[src/rtl/serial_adder.sv]
// ============================================================================
// Module   : serial_adder (with full_adder bit-slice)
// Brief    : Bit-serial WIDTH-bit adder, LSB first, one full_adder per clock.
// Revision : 1.0 - initial release
// ============================================================================
`default_nettype none

module full_adder (
    input  logic a,
    input  logic b,
    input  logic cin,
    output logic s,
    output logic cout
);
    assign s    = a ^ b ^ cin;
    assign cout = (a & b) | (a & cin) | (b & cin);
endmodule

module serial_adder #(
    parameter int WIDTH = 8
) (
    input  logic             clk,
    input  logic             rst,
    input  logic             start,
    input  logic [WIDTH-1:0] a,
    input  logic [WIDTH-1:0] b,
    input  logic             cin,
    output logic             busy,
    output logic             done,
    output logic [WIDTH-1:0] sum,
    output logic             cout
);
    localparam int                c_CNT_W = (WIDTH > 2) ? $clog2(WIDTH) : 1;
    localparam logic [c_CNT_W-1:0] c_LAST = c_CNT_W'(WIDTH - 1);

    localparam logic [1:0] S_IDLE  = 2'd0;
    localparam logic [1:0] S_SHIFT = 2'd1;
    localparam logic [1:0] S_DONE  = 2'd2;

    logic [1:0]         r_state;
    logic [1:0]         w_next_state;
    logic [WIDTH-1:0]   r_a_sh;
    logic [WIDTH-1:0]   r_b_sh;
    logic [WIDTH-1:0]   r_res;
    logic               r_carry;
    logic [c_CNT_W-1:0] r_count;
    logic [WIDTH-1:0]   r_sum;
    logic               r_cout;
    logic               w_s;
    logic               w_cout;
    logic               w_last;
    logic [WIDTH-1:0]   w_res_next;

    full_adder u_fa (
        .a    (r_a_sh[0]),
        .b    (r_b_sh[0]),
        .cin  (r_carry),
        .s    (w_s),
        .cout (w_cout)
    );

    assign w_last     = (r_count == c_LAST);
    assign w_res_next = {w_s, r_res[WIDTH-1:1]};

    // State register
    always_ff @(posedge clk) begin
        if (rst) begin
            r_state <= S_IDLE;
        end else begin
            r_state <= w_next_state;
        end
    end

    // Next-state logic; DONE accepts a new start just like IDLE
    always_comb begin
        w_next_state = r_state;
        case (r_state)
            S_IDLE:  w_next_state = start ? S_SHIFT : S_IDLE;
            S_SHIFT: w_next_state = w_last ? S_DONE : S_SHIFT;
            S_DONE:  w_next_state = start ? S_SHIFT : S_IDLE;
            default: w_next_state = S_IDLE;
        endcase
    end

    // Output decode
    always_comb begin
        busy = 1'b0;
        done = 1'b0;
        case (r_state)
            S_SHIFT: busy = 1'b1;
            S_DONE:  done = 1'b1;
            default: begin
                busy = 1'b0;
                done = 1'b0;
            end
        endcase
    end

    // Datapath: operand shifters, carry flop, bit counter and result registers
    always_ff @(posedge clk) begin
        if (rst) begin
            r_a_sh  <= '0;
            r_b_sh  <= '0;
            r_res   <= '0;
            r_carry <= 1'b0;
            r_count <= '0;
            r_sum   <= '0;
            r_cout  <= 1'b0;
        end else begin
            case (r_state)
                S_IDLE, S_DONE: begin
                    if (start) begin
                        r_a_sh  <= a;
                        r_b_sh  <= b;
                        r_carry <= cin;
                        r_count <= '0;
                    end
                end
                S_SHIFT: begin
                    r_res   <= w_res_next;
                    r_a_sh  <= {1'b0, r_a_sh[WIDTH-1:1]};
                    r_b_sh  <= {1'b0, r_b_sh[WIDTH-1:1]};
                    r_carry <= w_cout;
                    if (w_last) begin
                        // Publish the finished word, including this cycle's bit
                        r_sum   <= w_res_next;
                        r_cout  <= w_cout;
                        r_count <= '0;
                    end else begin
                        r_count <= r_count + 1'b1;
                    end
                end
                default: begin
                    r_count <= '0;
                end
            endcase
        end
    end

    assign sum  = r_sum;
    assign cout = r_cout;

endmodule

`default_nettype wire

[config.mk]
export PLATFORM = sky130hd
export DESIGN_NAME = serial_adder
export DESIGN_NICKNAME = d
export VERILOG_FILES = /design/src/rtl/serial_adder.sv
export SDC_FILE = /design/constraint.sdc
export NUM_CORES = 1
export LEC_CHECK = 0
export CORE_MARGIN = 5
export CORE_UTILIZATION = 54
export DETAILED_ROUTE_END_ITERATION = 10
export GPL_TIMING_DRIVEN = 0
export PLACE_DENSITY_LB_ADDON = 0.25
export SETUP_SLACK_MARGIN = 0.2
export SKIP_LAST_GASP = 1
export SLEW_MARGIN = 20
export SYNTH_ARGS = -nofsm -noshare
export SYNTH_HDL_FRONTEND = slang
export SYNTH_SLANG_ARGS = --single-unit
[constraint.sdc]
create_clock -name clk -period 2.3 [get_ports clk]
set_clock_uncertainty 0.1 [all_clocks]
set_input_delay 0.345 -clock clk [delete_from_list [all_inputs] [get_ports clk]]
set_output_delay 0.345 -clock clk [all_outputs]
set_load 0.02 [all_outputs]
==> results.yml <==
sta:
  relSlewSlack: 0.6444
  whs_ns: 0.2599
  period_share: 0.8420
  finalSetupViolCount: 0
  tightest_slew_ns: 0.5333
  maxSlewViolCount: 0
  tns_ns: 0
  rsz0062_at_grt: "no"
  finalHoldViolCount: 0
  setup_ws_ns: 0.3635
  min_period_ns: 1.937
  max_freq_ghz: 0.5164
placement:
  finalWeightedCongestion: 0.8097
  pre_cts_slack_ns: 0.2782
  io_buffers: 29
  dp_hpwl_um: 2549
floorplanning:
  initial_core_util: 0.5475
  top_level_ports: 31
  die_h_um: 64.95
  core_um2: 2978
  row_count: 20
  die_area_um2: 4218
  die_width_um: 64.95
critical_path:
  worst-setup-path-type: "register to primary output"
  r2r-start: "r_count[0]"
  path_cells: "buf_6, nor2b_1, clkdlybuf4s50_1"
  critPathLaunchType: "register"
  reg2reg_depth: 5
  crit_slowest_cell: "clkdlybuf4s50_1"
  cp.depth: 3
  path_max_fanout: 9
  reg2reg_to: "sum[7]"
  rrSetupSlack_ns: 0.69
  arrival_ns: 1.49
  worstPathRequired_ns: 1.86
  worstSetupEndpoint: "done"
  cp_slowest_stage_delay_ns: 0.60
  end_kind: "primary output"
  crit_start: "r_state[0]"
  cp_top_family: "buffers and inverters"
  path_buf_inv: 2
synthesis:
  syn_area_um2: 1630
  ys_seq_area_frac: 0.4666
  ys_types: 26
  synth_nets: 210
  synth-main-ff-cell: "dfxtp_1"
  avgSynthCellArea_um2: 8.718
  synth-edff-count: 0
  synth_cells: 187
  yosys_warnings: 0
  async_flop_share: 0
  synth_seq_cells: 38
grt:
  grt_max_degree: 13
  grt_pass1_wl_um: 6334
  antenna_found_initial: 0
  grt_pass1_vias: 1423
  grt_overflow: 0
  track_usage: 0.1906
power:
  pwr_density_cell_nw_per_um2: 626.6
  p_seq_frac: 0.558
  p_sw_uw: 339.5
  ir_worst_vdd_uv: 329.4
  pwr-share-comb: 0.153
  p_leak_uw: 0.0007165
  p_sw_frac: 0.2678
  p_int_uw: 928.3
  pwr-share-clk: 0.289
clocking:
  numCtsBuffers: 5
  clockBufferDepth: 2
  cts_tree: "yes"
  clock_latency_ns: 0.34
  clkSlewWorstSetupHoldPaths_ns: 0.11
  clock-sinks: 38
  root_buffer: "clkbuf_4"
  postCtsSetupBuffers: 0
  htree_num_levels: 2
route:
  wire_per_inst_um: 13.90
  vias: 1429
  routed_via_density: 5.560
  firstDrtPassIters: 4
  routed_wirelength_um: 3573
  drc: 0
  drt_first_iter_violations: 79
  ant_nets: 0
final_layout:
  layout.nets: 246
  area_delta_synth_final_pct: 24.10
  layout_common_cells: "nand2_1 (53), dfxtp_1 (38), clkdlybuf4s50_1 (28)"
  layout-drive-gt1-share: 0.1473
  layout_commonest_cell: "nand2_1"
  diodes: 0
min_path:
  hold_depth: 2
  hold_class: "primary input to register"
run:
  cap_viol_max_count: 0
status:
  status: "finished clean"
-- Yosys cell counts, types with 3 or more instances --
master	count	area, um^2
nor2_1	20	75.07
dfxtp_1	38	760.7
nand3_1	9	45.04
buf_2	5	25.02
a311oi_1	6	52.55
a21oi_1	17	85.08
clkbuf_1	3	11.26
nand2_1	53	198.9
buf_6	5	56.30
a311oi_2	9	135.1
-- how the worst min path moves through the flow --
stage	from	end	slack [ns]
floorplan	r_res[1]	r_res[1]	0.34
global placement	sum[3]	sum[3]	0.34
detailed placement	sum[1]	sum[1]	0.35
CTS	rst	r_b_sh[1]	0.25
global route	rst	r_b_sh[6]	0.25
finish	rst	r_b_sh[6]	0.26
-- final cells by class --
cell class              count  area, um^2
fillers                   254       954.7
flip-flops and latches     38       760.7
multi-input cells         132       749.5
repair buffers             29       285.3
plain buffers              16       113.9
clock buffers               6       51.30
well taps                  33       41.29
clock inverters             2       12.51
inverters                   1       8.758
-- stage by stage --
step,cells,area [um^2],total power (uW),utilization
after floorplan,187,1630,847.3,-
after global placement,249,1962,906.5,0.6588
after detailed placement,249,1962,914.6,0.6588
after CTS,257,2027,1276,0.6807
after global routing,257,2023,1334,0.6794
final,257,2023,1268,0.6794
-- per-layer routing --
| layer | global-route usage | share of wire | routed length (um) | vias up |
|---|---|---|---|---|
| met2 | 0.3333 | 0.51 | 1805 | 40 |
| met5 | 0 | 0 | 0 | - |
| met3 | 0.04159 | 0.066 | 237 | 7 |
| met1 | 0.2263 | 0.42 | 1485 | 676 |
| met4 | 0.07124 | 0.012 | 44 | 0 |
| li1 | - | - | - | 706 |
-- power by group through the flow --
| stage | Sequential [uW] | Clock [uW] | Combinational, uW |
|---|---|---|---|
| 2_1_floorplan | 718 | 0 | 130 |
| 3_3_place_gp | 721 | 0 | 186 |
| 3_5_place_dp | 722 | 0 | 193 |
| 4_1_cts | 707 | 375 | 194 |
| 5_1_grt | 712 | 411 | 211 |
| 6_report | 707 | 367 | 194 |
-- registers in the layout, indices dropped and copies added (netlist names) --
register  count
cout          1
r_a_sh        8
r_b_sh        8
r_carry       1
r_count       3
r_res         7
r_state       2
sum           8
-- worst register-to-register path: cells and delay by family (launching register included) --
kind / cells / cell delay (ns)
adder cells (fa/ha/maj): 2 / 0.39
AND/OR/NAND/NOR: 1 / 0.14
flip-flops: 1 / 0.38
AO/OA/AOI/OAI: 1 / 0.16
buffers and inverters: 1 / 0.37
-- kinds of logic after synthesis --
kind of cell,share of synthesized area
adders and majority gates,0.02763
buffers and inverters,0.07367
and+or+nand+nor,0.2379
DFF,0.4666
muxes,0.01228
AOI/OAI and AO/OA,0.1819
-- repair_timing --
| action | CTS | global route |
|---|---|---|
| gates cloned | 0 | 0 |
| gates resized for setup | 3 | 2 |
| hold buffers | 0 | 0 |
| hold endpoints to repair | 0 | 0 |
| endpoints found under the setup margin | 1 | 1 |
| pin swaps | 0 | 0 |
No activity file was read; power rests on OpenSTA's default activity.
